## config.mk

```make
export PLATFORM = sky130hd
export DESIGN_NAME = shift_serializer
export DESIGN_NICKNAME = d
export VERILOG_FILES = /design/src/rtl/shift_serializer.sv
export SDC_FILE = /design/constraint.sdc
export NUM_CORES = 1
export LEC_CHECK = 0
export ABC_AREA = 1
export BUFFER_PORTS_ARGS = -buffer_cell sky130_fd_sc_hd__buf_4
export CORE_AREA = 5 5 42 44
export CTS_BUF_LIST = sky130_fd_sc_hd__clkbuf_8 sky130_fd_sc_hd__clkbuf_16
export CTS_CLUSTER_DIAMETER = 120
export DETAILED_ROUTE_END_ITERATION = 10
export DIE_AREA = 0 0 47 49
export GPL_TIMING_DRIVEN = 0
export PLACE_DENSITY = 0.7
export SYNTH_ARGS = -nofsm -noshare
export SYNTH_HDL_FRONTEND = slang
export SYNTH_SLANG_ARGS = --single-unit
```

## constraint.sdc

```tcl
create_clock -name clk -period 1.4 [get_ports clk]
set_input_delay 0.21 -clock clk [delete_from_list [all_inputs] [get_ports clk]]
set_output_delay 0.21 -clock clk [all_outputs]
set_load 0.01 [all_outputs]
```

## src/rtl/shift_serializer.sv

```systemverilog
// Parallel-to-serial shifter with valid/ready load and stallable shift_en consume.
// Optional even-parity trailer bit enabled by defining SERIALIZE_PARITY_EN.
module shift_serializer #(
  parameter int unsigned WIDTH     = 4,
  parameter bit          MSB_FIRST = 1'b1
) (
  input  logic                         clk,
  input  logic                         rst_n,
  input  logic                         load_valid,
  input  logic [WIDTH-1:0]             load_data,
  output logic                         load_ready,
  input  logic                         shift_en,
  output logic                         serial_out,
  output logic                         serial_valid,
  output logic [$clog2(WIDTH+1)-1:0]   bit_count,
  output logic                         done
);

  localparam int unsigned CW = $clog2(WIDTH + 1);

`ifdef SERIALIZE_PARITY_EN
  typedef enum logic [1:0] {IDLE, SHIFT, PARITY} state_e;
`else
  typedef enum logic [1:0] {IDLE, SHIFT} state_e;
`endif

  state_e           state_q, state_d;
  logic [WIDTH-1:0] shreg_q, shreg_d;
  logic [CW-1:0]    bit_count_q, bit_count_d;
  logic             load_ready_q, load_ready_d;
  logic             serial_valid_q, serial_valid_d;
  logic             serial_out_q, serial_out_d;
  logic             done_q, done_d;
  logic             head_bit;
`ifdef SERIALIZE_PARITY_EN
  logic             parity_q, parity_d;
`endif

  assign head_bit = MSB_FIRST ? shreg_q[WIDTH-1] : shreg_q[0];

  // Next-state, datapath and next-output logic; outputs are registered from next state.
  always_comb begin
    state_d     = state_q;
    shreg_d     = shreg_q;
    bit_count_d = bit_count_q;
    done_d      = 1'b0;
`ifdef SERIALIZE_PARITY_EN
    parity_d    = parity_q;
`endif
    case (state_q)
      IDLE: begin
        if (load_valid) begin
          shreg_d     = load_data;
          bit_count_d = '0;
          state_d     = SHIFT;
`ifdef SERIALIZE_PARITY_EN
          parity_d    = 1'b0;
`endif
        end
      end
      SHIFT: begin
        if (shift_en) begin
          shreg_d     = MSB_FIRST ? (shreg_q << 1) : (shreg_q >> 1);
          bit_count_d = bit_count_q + CW'(1);
`ifdef SERIALIZE_PARITY_EN
          parity_d    = parity_q ^ head_bit;
          if (bit_count_q == CW'(WIDTH - 1)) state_d = PARITY;
`else
          if (bit_count_q == CW'(WIDTH - 1)) begin
            state_d = IDLE;
            done_d  = 1'b1;
          end
`endif
        end
      end
`ifdef SERIALIZE_PARITY_EN
      PARITY: begin
        if (shift_en) begin
          bit_count_d = bit_count_q + CW'(1);
          state_d     = IDLE;
          done_d      = 1'b1;
        end
      end
`endif
      default: state_d = IDLE;
    endcase

    load_ready_d   = (state_d == IDLE);
    serial_valid_d = (state_d != IDLE);
    serial_out_d   = 1'b0;
    if (state_d == SHIFT) serial_out_d = MSB_FIRST ? shreg_d[WIDTH-1] : shreg_d[0];
`ifdef SERIALIZE_PARITY_EN
    if (state_d == PARITY) serial_out_d = parity_d;
`endif
  end

  always_ff @(posedge clk) begin
    if (!rst_n) begin
      state_q        <= IDLE;
      shreg_q        <= '0;
      bit_count_q    <= '0;
      load_ready_q   <= 1'b1;
      serial_valid_q <= 1'b0;
      serial_out_q   <= 1'b0;
      done_q         <= 1'b0;
`ifdef SERIALIZE_PARITY_EN
      parity_q       <= 1'b0;
`endif
    end else begin
      state_q        <= state_d;
      shreg_q        <= shreg_d;
      bit_count_q    <= bit_count_d;
      load_ready_q   <= load_ready_d;
      serial_valid_q <= serial_valid_d;
      serial_out_q   <= serial_out_d;
      done_q         <= done_d;
`ifdef SERIALIZE_PARITY_EN
      parity_q       <= parity_d;
`endif
    end
  end

  assign load_ready   = load_ready_q;
  assign serial_valid = serial_valid_q;
  assign serial_out   = serial_out_q;
  assign bit_count    = bit_count_q;
  assign done         = done_q;

endmodule

```

Word-level counts from Yosys, hierarchy flattened
Cells that the tools add are included.
- add/subtract/negate cells: 1
- equal/unequal tests: 5
- reduce and logical (&&, ||, !) cells: 7
- muxes and demuxes: 11
- operators with widths (cell ; number):
    $mux W4 ; 2
    $pmux W4 S2 ; 1
    $mux W2 ; 3
    $mux W3 ; 2
    $pmux W3 S2 ; 1
    $reduce_and A3 Y1 ; 2
    $eq A2 B1 Y1 const B ; 2
    $logic_not A2 Y1 ; 2
    $ne A2 B2 Y1 const B ; 2
    $pmux W2 S2 ; 1
    $reduce_bool A2 Y1 ; 2
    $add A3 B1 Y3 const B ; 1
    $eq A3 B2 Y1 const B ; 1
    $reduce_and A2 Y1 ; 1
    $mux W1 ; 1
- bits of input ports: 8
- word-level logic and storage cells: 32
- register bits after elaboration: 13
- output and inout port bits: 7

Depth between registers and ports, before layout
Gate-level depths: netlist of run 1.
- word-level depth: 6
- gate-level depth with buffers: 7
- gate-level depth less buffers: 7

Worst setup path before layout of run 1
OpenSTA, ideal clock, no wires.
- path type: flip-flop to flip-flop
- start point: register bit_count_q[0] (netlist: bit_count[0])
- end point: register bit_count_q[2] (netlist: bit_count[2])
- setup time: 0.114 ns
- stages on the path, launching flop included: 6
- clock period less this slack: 1.095 ns
- buffers on the path: 0
- data required time: 1.286 ns
- setup slack: 0.305 ns
- data arrival time: 0.981 ns
- cell sequence: dfxtp_1 > ha_1 > ha_1 > nor2_1 > nor2_1 > nor2_2
- cells in the longest elaborated chain, start to end: 3
- RTL lines (element ; RTL line ; RTL):
    from (decl) ; 29 ; logic [CW-1:0] bit_count_q, bit_count_d;
    from (signal assigned) ; 112 ; bit_count_q <= bit_count_d;
    $add A3 B1 Y3 ; 64 ; bit_count_d = bit_count_q + CW'(1);
    $mux W3 ; 62 ; if (shift_en) begin
    $pmux W3 S2 ; 50 ; case (state_q)
No other way between the ends. The select of a mux whose other input is x is not followed.
A chain may end at the register's enable or synchronous reset.

Final worst setup path of run 1
- start point: register bit_count_q[0] (netlist: bit_count[0])
- end point: register serial_out_q (netlist: serial_out)
- cells in the longest elaborated chain, start to end: 6
- RTL lines (element ; RTL line ; RTL):
    $eq A3 B2 Y1 ; 69 ; if (bit_count_q == CW'(WIDTH - 1)) begin
    $mux W2 ; 69 ;
    $mux W2 ; 62 ;
    $pmux W2 S2 ; 50 ;
    $eq A2 B1 Y1 ; 91 ; if (state_d == SHIFT) serial_out_d = MSB_FIRST ? shreg_d[WIDTH-1] : shreg_d[0];
    $reduce_and A2 Y1 (no line) ; n/a ;
    to (signal assigned) ; 115 ; serial_out_q <= serial_out_d;
    to (decl) ; 32 ; logic serial_out_q, serial_out_d;
No other way between the ends.

==> impl_metrics.csv, run 1 <==
group,metric,value,unit
min_path,worstHoldPathCells,3,
grt,antenna_found_initial,0,
finish,final_nets,118,
timing,period_minus_slack,1.15,ns
clock_network,numCtsBuffers,3,
worst_setup_path,endpoint_kind,"register",
timing,fin_tns_setup,0,ns
die,coreArea,1400,µm²
timing,period_share,81.9,%
finish,final_cell_area,808,µm²
worst_setup_path,cp-start-kind,"register",
power,swShare,26.8,%
clock_network,cts_sinks,13,
grt,grt_pass1_vias,509,
grt,overflow,0,
worst_setup_path,cp_max_fo,3,
worst_setup_path,reg2reg_from,"bit_count[0]$_SDFFE_PN0P_",
die,die_area,2300,µm²
die,initial_core_util,46.1,%
worst_setup_path,crit_buf_inv,2,
die,num_io_pins,15,
synthesis,synth_cell_type_count,15,
clock_network,post_cts_buffers,0,
grt,track_usage,13.3,%
status,outcome,"finished clean",
clock_network,cts_tree,"yes",
clock_network,cts_root_buffer,"clkbuf_8",
synthesis,syn_inst,90,
clock_network,insertion_delay,0.25,ns
power,ir_worst_vdd,0.670,mV
timing,drv_slew,0,
worst_setup_path,r2r_setup_slack,0.25,ns
finish,n_fill_cell,135,
worst_setup_path,crit_top_cell,"ha_1",
place,gp_congestion,0.809,
route,num_vias,548,
route,drt_iter0_drc,9,
power,power.leakage,0.454,nW
flow_run,cap_violations,0,
clock_network,clockBufferDepth,2,
route,routed_wl,1250,µm
place,io_buffers,13,
finish,post-route-util,57.7,%
min_path,min_to,"shreg_q[3]$_SDFF_PN0_",
synthesis,ys_seq_area_share,40.3,%
worst_setup_path,worst_r2r_endpoint,"serial_out$_SDFF_PN0_",
synthesis,syn_avg_cell_area,7.17,µm²
worst_setup_path,critPathRequiredTime,1.60,ns
die,num_rows,14,
clock_network,cts_hold_buffers,0,
worst_setup_path,cp_slowest_cell,"dfxtp_1",
place,dp_hpwl,877,µm
worst_setup_path,arrival,1.34,ns
route,drc,0,
worst_setup_path,crit_path_max_incr_delay,0.33,ns
synthesis,yosysWarnings,0,
power,share_seq_of_total_power,45.7,%
grt,grt_pass1_wl,2170,µm
power,internal_power,0.649,mW
timing,hold_viol,0,
clock_network,htree_levels,1,
power,power,0.886,mW
route,via_per_inst,4.46,
die,die_x,47,µm
min_path,hold_path_class,"input port to register",
min_path,min-delay-start,"rst_n",
worst_setup_path,path_delay_family,"adder cells",
finish,syn_to_final_growth,25.2,%
clock_network,path_clk_slew,0.06,ns
timing,setup_viol,0,
worst_setup_path,critical_path_class,"register to register",
power,power.density,1100,nW/µm²
route,first_pass_iters,4,
place,postPlaceCellArea,763,µm²
worst_setup_path,r2r_cells,7,
finish,n_antenna_cell,0,
power,switchingPower,0.237,mW
synthesis,ys_ff_latch,13,
finish,final_common_cell,"nand2_1",
grt,grt_max_degree,11,
synthesis,syn-num-nets,100,
finish,final_cell_mix,"20 x nand2_1, 16 x inv_1, 13 x dfxtp_1, 13 x buf_4",
finish,drive_gt1_share,28.0,%
die,die_h,49,µm
route,wl_per_cell,10.2,µm
clock_network,post_cts_resized,0,
power,clkPwrFrac,38.3,%
power,pwr-share-comb,16.0,%
route,ant_nets,0,
timing,fmax,872,MHz
synthesis,synth.cell_area,646,µm²
timing,finalClockSkew,0.00412,ns
worst_setup_path,cp_cell_sequence,"ha_1 > ha_1 > nand3_1 > nand3_2 > inv_2 > nand2_1 > inv_1",
timing,rsz0062_at_grt,"false",
[sequential cells by signal, indices dropped and copies added, names as in the netlist]
name          count
state_q           2
done              1
load_ready        1
serial_out        1
serial_valid      1
shreg_q           4
bit_count         3
[kinds of logic after synthesis]
family / count (synthesis) / synth area share [%]
and+or+nand+nor: 55 / 41.9
buffers and inverters: 19 / 13.4
DFF: 13 / 40.3
adders and majority gates: 2 / 3.88
other: 1 / 0.581
[area by class of cell]
| cell class | count | area [µm²] | share of cell area [%] |
|---|---|---|---|
| plain buffers | 2 | 22.5 | 2.79 |
| clock buffers | 3 | 41.3 | 5.11 |
| clock inverters | 1 | 3.75 | 0.464 |
| inverters | 17 | 63.8 | 7.89 |
| multi-input cells | 58 | 299 | 37.0 |
| flip-flops and latches | 13 | 260 | 32.2 |
| well taps | 16 | 20.0 | 2.48 |
| repair buffers | 13 | 97.6 | 12.1 |
[layer usage]
metal	share of wire [%]	GRT usage (%)
met1	48	17.3
met5	0	0
met4	3.4	9.68
met2	43	18.1
met3	5.3	3.32
[worst min-delay path: cells and delay by family]
kind | cells | cell delay (ns)
AND/OR/NAND/NOR | 1 | 0.06
buffers and inverters | 2 | 0.15
[Yosys cell counts]
cell type,count,area [µm²]
inv_1,15,56.3
nor2_1,11,41.3
nand2_2,4,25.0
nand4_1,2,12.5
conb_1,1,3.75
dfxtp_1,13,260
nand3_1,11,55.1
nand3_2,1,10.0
buf_6,2,22.5
inv_2,2,7.51
ha_1,2,25.0
nand2_4,3,33.8
nand2_1,20,75.1
nor2_2,2,12.5
nor3_1,1,5.00
[power by group through the flow]
stage | combinational, mW | sequential, mW | clock, mW
finish | 0.141 | 0.405 | 0.340
global route | 0.161 | 0.407 | 0.372
CTS | 0.143 | 0.405 | 0.339
detailed placement | 0.141 | 0.412 | 0
global placement | 0.139 | 0.411 | 0
floorplan | 0.0898 | 0.416 | 0
[stage by stage]
step / std cells / hold WS (ns) / worst slack, ns
after floorplan: 90 / 0.348 / 0.305
after global placement: 119 / 0.445 / 0.289
after detailed placement: 119 / 0.456 / 0.270
after CTS: 123 / 0.200 / 0.242
after global routing: 123 / 0.219 / 0.173
final: 123 / 0.196 / 0.253
[worst max path at each step]
stage,from,slack (ns),end,depth (start not counted)
floorplan,bit_count[0]$_SDFFE_PN0P_,0.30,bit_count[2]$_SDFFE_PN0P_,5
global placement,bit_count[0]$_SDFFE_PN0P_,0.29,serial_out$_SDFF_PN0_,7
detailed placement,bit_count[0]$_SDFFE_PN0P_,0.27,serial_out$_SDFF_PN0_,7
CTS,bit_count[0]$_SDFFE_PN0P_,0.24,serial_out$_SDFF_PN0_,7
global route,bit_count[0]$_SDFFE_PN0P_,0.17,serial_out$_SDFF_PN0_,7
finish,bit_count[0]$_SDFFE_PN0P_,0.25,serial_out$_SDFF_PN0_,7
(Power assumes the default switching activity.)
==> run 2: changes to the inputs <==
- ABC_AREA: 1 -> 0
- PLACE_DENSITY: 0.7 -> 0.65
- clock period: 1.4 -> 1.1 ns (I/O delays scaled with it)
==> run 2 against run 1 <==
  * The run now ends with negative setup slack left
  * Non-clock buffer count is 2 higher
  * Sequential share of layout area is 0.27 points higher
  * Count of clock-buffer cells in the layout stayed put
  * Global-route usage is 0.53 points higher
  * Synthesized area is 8.7% lower
  * Die area stayed put
  * Via count is 6.2% lower
  * Hold slack better by 0.046 ns
  * Critical path depth is 1 lower
==> impl_metrics.csv, run 2 <==
group,metric,value,unit
worst_setup_path,cp-start-kind,"register",
finish,n_fill_cell,132,
route,drt_iter0_drc,17,
synthesis,syn_avg_cell_area,9.35,µm²
finish,regMostFlops,"shreg_q",
clock_network,cts_sinks,13,
finish,drive_gt1_share,43.2,%
synthesis,syn-num-nets,73,
min_path,worstHoldPathCells,3,
die,die_area,2300,µm²
clock_network,htree_levels,1,
synthesis,synthTopCellsByArea,"dfxtp_1 44%, a21oi_1 6.8%, o21ai_0 5.1%, ha_1 4.2%, nor4b_4 4.0%",
timing,period_share,109,%
finish,layout.area.seq,267,µm²
grt,track_usage,13.8,%
worst_setup_path,reg2reg_from,"bit_count[0]$_SDFFE_PN0P_",
die,die_x,47,µm
worst_setup_path,r2r_cells,6,
route,ant_nets,0,
synthesis,synth.most_common_cell,"dfxtp_1",
timing,worst_slack,-0.103,ns
min_path,hold_path_class,"input port to register",
worst_setup_path,worst_r2r_endpoint,"serial_out$_SDFF_PN0_",
synthesis,netlist.area_leader.share,44.2,%
clock_network,numCtsBuffers,3,
synthesis,syn_inst,63,
flow_run,cap_violations,0,
synthesis,ys_top_cells_by_count,"13 x dfxtp_1, 8 x a21oi_1, 6 x o21ai_0",
synthesis,synthArstFlopShare,0,%
place,io_buffers,13,
grt,grt_pass1_vias,505,
grt,grt_pass1_wl,2240,µm
finish,largest_reg_flops,4,
finish,final_nets,92,
finish,final_common_cell,"buf_4",
grt,grt_max_degree,11,
route,first_pass_iters,4,
die,coreArea,1400,µm²
finish,post-route-util,58.6,%
min_path,min-delay-start,"rst_n",
synthesis,synth_edf_count,0,
timing,rsz0062_at_grt,"true",
synthesis,ys_seq_area_share,44.2,%
clock_network,path_clk_slew,0.06,ns
clock_network,insertion_delay,0.25,ns
route,routed_wl,1330,µm
worst_setup_path,endpoint_kind,"register",
synthesis,yosysWarnings,0,
worst_setup_path,arrival,1.38,ns
route,num_vias,514,
power,ir_worst_vdd,1.15,mV
place,gp_congestion,0.755,
status,outcome,"finished with violations",
route,via_per_inst,5.30,
timing,finalClockSkew,0.00229,ns
clock_network,cts_tree,"yes",
die,initial_core_util,42.1,%
grt,overflow,0,
min_path,min_to,"done$_SDFF_PN0_",
finish,n_antenna_cell,0,
power,power,1.04,mW
grt,antenna_found_initial,0,
route,drc,0,
die,die_h,49,µm
worst_setup_path,cp_max_fo,2,
synthesis,synth.cell_area,589,µm²
clock_network,cts_hold_buffers,0,
die,num_rows,14,
synthesis,ys_ff_latch,13,
place,dp_hpwl,938,µm
timing,hold_viol,0,
worst_setup_path,critPathRequiredTime,1.28,ns
worst_setup_path,critical_path_class,"register to register",
timing,drv_slew,0,
power,power.leakage,0.350,nW
timing,setup_viol,2,
timing,fmax,831,MHz
clock_network,cts_root_buffer,"clkbuf_8",
route,wl_per_cell,13.7,µm
clock_network,clockBufferDepth,2,
synthesis,synth_cell_type_count,28,
status,violations,"negative setup slack",
finish,multi_input_comb_area,345,µm²
finish,final_cell_mix,"16 x buf_4, 10 x dfxtp_1, 7 x a21oi_1, 6 x o21ai_0, 4 x inv_1",
die,num_io_pins,15,
finish,syn_to_final_growth,39.3,%
timing,period_minus_slack,1.20,ns
worst_setup_path,r2r_setup_slack,-0.10,ns
synthesis,yosys_most_used_dff,"dfxtp_1",
synthesis,yosys.area.top_type,"dfxtp_1",
power,power.density,1270,nW/µm²
[run 2: routing by layer]
layer	up-vias	share of wire [%]	global-route usage, %
li1	261	-	-
met1	243	44	16.8
met2	8	50	21.0
met3	2	3.2	3.32
met4	0	2.2	8.29
met5	-	0	0
[run 2: worst max path at each step]
stage                              start                     to  cells after the start  slack [ns]
2_1_floorplan  bit_count[0]$_SDFFE_PN0P_  serial_out$_SDFF_PN0_                      6       -0.04
3_3_place_gp   bit_count[0]$_SDFFE_PN0P_  serial_out$_SDFF_PN0_                      6       -0.09
3_5_place_dp   bit_count[0]$_SDFFE_PN0P_  serial_out$_SDFF_PN0_                      6       -0.11
4_1_cts        bit_count[0]$_SDFFE_PN0P_  serial_out$_SDFF_PN0_                      6       -0.12
5_1_grt        bit_count[0]$_SDFFE_PN0P_  serial_out$_SDFF_PN0_                      6       -0.18
6_report       bit_count[0]$_SDFFE_PN0P_  serial_out$_SDFF_PN0_                      6       -0.10
[run 2: repair_timing]
item                                    in CTS  in global routing
gates resized for setup                      2                  6
endpoints found under the setup margin       8                 11
pin swaps                                    1                  0
buffers inserted                             1                  0
[run 2: logic make-up after synthesis]
kind of cell    after synthesis  share of synthesized area, %
fa+ha+maj                     2                          4.25
other cells                   1                         0.636
buf+inv                       8                          6.16
flops                        13                          44.2
compound gates               19                          17.0
mux                           1                          1.70
simple gates                 19                          26.1
[run 2: final cells by class]
type / count / share of cell area (%)
Multi-Input combinational cell: 42 / 42.1
Sequential cell: 13 / 32.5
Inverter: 5 / 2.29
Clock buffer: 3 / 5.03
Tap cell: 16 / 2.44
Clock inverter: 1 / 0.457
Timing Repair Buffer: 14 / 12.8
Buffer: 3 / 2.44
[run 2: power breakdown]
| group | switching (mW) | internal (mW) |
|---|---|---|
| registers | 0.0137 | 0.487 |
| logic | 0.0566 | 0.0550 |
| clock network | 0.180 | 0.247 |
[run 2: per-stage QoR]
| stage | std cells | area (µm²) | hold WS [ns] | setup WS [ns] | TNS (ns) |
|---|---|---|---|---|---|
| final | 97 | 821 | 0.242 | -0.103 | -0.122 |
| after global routing | 97 | 821 | 0.275 | -0.177 | -0.508 |
| after CTS | 97 | 798 | 0.237 | -0.117 | -0.664 |
| after detailed placement | 92 | 739 | 0.466 | -0.106 | -0.558 |
| after global placement | 92 | 739 | 0.463 | -0.0873 | -0.442 |
| after floorplan | 63 | 622 | 0.346 | -0.0409 | -0.0409 |
[run 2: worst max-delay path: stages (launching register included)]
cell and delay [ns]:
dfxtp_4 0.35, ha_4 0.16, ha_4 0.16, nand3_2 0.07, nor4b_4 0.22, inv_2 0.06
a31oi_1 0.12
==> run 3: changes to the inputs <==
- RECOVER_POWER: not set -> 25
- REMOVE_ABC_BUFFERS: not set -> 1
==> run 3 against run 2 <==
  * The flow still finishes with violations (negative setup slack)
  * Final cell count is 2.1% higher
  * Clock power is 4% lower
  * Routed wire length is 1.5% higher
  * Highest routed layer unchanged
  * Power is 1.5% lower
  * Combinational power hardly changed
  * Critical path type unchanged
  * Sequential share of layout area is 0.14 points lower
  * Die area stayed put
==> impl_metrics.csv, run 3 (synthesized netlist as in run 2, its figures left out) <==
group,metric,value,unit
route,first_pass_iters,4,
worst_setup_path,r2r_setup_slack,-0.07,ns
finish,syn_to_final_growth,40.6,%
finish,drive_gt1_share,42.2,%
min_path,min-delay-start,"rst_n",
min_path,min_to,"bit_count[2]$_SDFFE_PN0P_",
worst_setup_path,endpoint_kind,"register",
grt,grt_pass1_wl,2300,µm
min_path,worstHoldPathCells,3,
die,num_io_pins,15,
route,drc,0,
finish,fin_cells,99,
route,num_vias,522,
flow_run,cap_violations,0,
finish,final_cell_mix,"15 x buf_4, 9 x dfxtp_1, 7 x a21oi_1, 6 x o21ai_0, 4 x inv_1",
grt,track_usage,13.2,%
power,power.leakage,0.348,nW
die,die_x,47,µm
power,switchingPower,0.236,mW
timing,rsz0062_at_grt,"true",
clock_network,htree_levels,1,
worst_setup_path,worst_r2r_endpoint,"serial_out$_SDFF_PN0_",
route,via_per_inst,5.27,
timing,setup_viol,3,
worst_setup_path,cp-start-kind,"register",
finish,n_antenna_cell,0,
power,pwr-share-comb,10.6,%
worst_setup_path,reg2reg_from,"bit_count[0]$_SDFFE_PN0P_",
die,die_h,49,µm
min_path,hold_path_class,"input port to register",
finish,n_fill_cell,136,
timing,period_share,107,%
timing,fmax,852,MHz
power,ir_worst_vdd,0.803,mV
status,outcome,"finished with violations",
timing,drv_slew,0,
finish,layout.area.seq,268,µm²
finish,regMostFlops,"shreg_q",
timing,period_minus_slack,1.17,ns
clock_network,clockBufferDepth,2,
power,clkPwrFrac,40.0,%
place,gp_congestion,0.750,
finish,largest_reg_flops,4,
route,drt_iter0_drc,3,
die,initial_core_util,42.1,%
power,swShare,23.0,%
clock_network,path_clk_slew,0.06,ns
die,num_rows,14,
grt,antenna_found_initial,0,
grt,grt_max_degree,16,
die,die_area,2300,µm²
worst_setup_path,arrival,1.34,ns
worst_setup_path,cp_max_fo,2,
timing,worst_slack,-0.0742,ns
place,placed_cells,90,
power,share_seq_of_total_power,49.4,%
route,ant_nets,0,
finish,final_common_cell,"buf_4",
finish,multi_input_comb_area,345,µm²
grt,overflow,0,
place,dp_hpwl,843,µm
clock_network,cts_tree,"yes",
worst_setup_path,critical_path_class,"register to register",
power,internal_power,0.789,mW
route,routed_wl,1350,µm
clock_network,cts_sinks,13,
timing,finalClockSkew,0.00318,ns
finish,final_nets,94,
grt,grt_pass1_vias,538,
clock_network,insertion_delay,0.24,ns
place,dp_worst_setup_slack,-0.274,ns
worst_setup_path,r2r_cells,6,
timing,hold_viol,0,
die,coreArea,1400,µm²
clock_network,cts_hold_buffers,0,
clock_network,cts_root_buffer,"clkbuf_8",
route,wl_per_cell,13.6,µm
status,violations,"negative setup slack",
worst_setup_path,critPathRequiredTime,1.27,ns
power,power.density,1240,nW/µm²
place,io_buffers,14,
clock_network,numCtsBuffers,3,
-- run 3: cell types whose count changed in the layout (fill, tap and decap cells not counted) --
cell / previous run / this run
dfxtp_1: 10 / 9
buf_4: 16 / 15
clkbuf_4: 0 / 1
clkbuf_1: 0 / 3
dfxtp_2: 2 / 3
buf_2: 1 / 0
-- run 3: metrics by stage --
step           util [%]  setup TNS, ns  cell area (µm²)  hold slack, ns  power, mW
2_1_floorplan         -         -0.305              572           0.315      0.559
3_3_place_gp       49.7          -1.73              697           0.464      0.606
3_5_place_dp       49.7          -1.81              697           0.476      0.607
4_1_cts            57.3         -0.527              803           0.237       1.03
5_1_grt            59.1         -0.455              828           0.272       1.08
6_report           59.1         -0.141              828           0.248       1.02
-- run 3: metal layers --
metal / global-route usage, % / routed length [µm]
met1: 17.4 / 653
met2: 20.1 / 636
met3: 3.69 / 49
met4: 4.15 / 10
met5: 0 / 0
-- run 3: worst max-delay path, cell delays in order (launching register included) --
cell,delay [ns]
dfxtp_2,0.33
ha_4,0.16
ha_4,0.15
nand3_2,0.05
nor4b_4,0.22
inv_2,0.06
a31oi_1,0.12
-- run 3: layout make-up --
| type | instances | area share, % |
|---|---|---|
| multi-input combinational | 42 | 41.7 |
| inverter | 5 | 2.27 |
| clock buffer | 3 | 4.98 |
| timing repair buffer | 19 | 15.9 |
| clock inverter | 1 | 0.453 |
| tap | 16 | 2.42 |
| sequential | 13 | 32.3 |
-- run 3: power by group through the flow --
stage	Combinational [mW]	Sequential (mW)	Clock [mW]
2_1_floorplan	0.0442	0.515	0
3_3_place_gp	0.0885	0.517	0
3_5_place_dp	0.0898	0.518	0
6_report	0.109	0.505	0.410
5_1_grt	0.120	0.508	0.448
4_1_cts	0.0967	0.509	0.421
-- run 3: what timing repair did --
action / CTS / global route
resized for setup: 10 / 5
setup buffers: 3 / 2
pin swaps: 2 / 5
setup endpoints to repair: 11 / 10
endpoints found under the hold margin: 0 / 0
-- run 3: worst max-delay path by stage --
stage	slack (ns)	startpoint	endpoint
CTS	-0.09	bit_count[1]$_SDFFE_PN0P_	serial_out$_SDFF_PN0_
floorplan	-0.14	bit_count[0]$_SDFFE_PN0P_	serial_out$_SDFF_PN0_
detailed placement	-0.27	state_q[0]$_SDFF_PN0_	shreg_q[1]$_SDFFE_PN0P_
global route	-0.20	bit_count[0]$_SDFFE_PN0P_	serial_out$_SDFF_PN0_
finish	-0.07	bit_count[0]$_SDFFE_PN0P_	serial_out$_SDFF_PN0_
global placement	-0.26	state_q[0]$_SDFF_PN0_	shreg_q[1]$_SDFFE_PN0P_
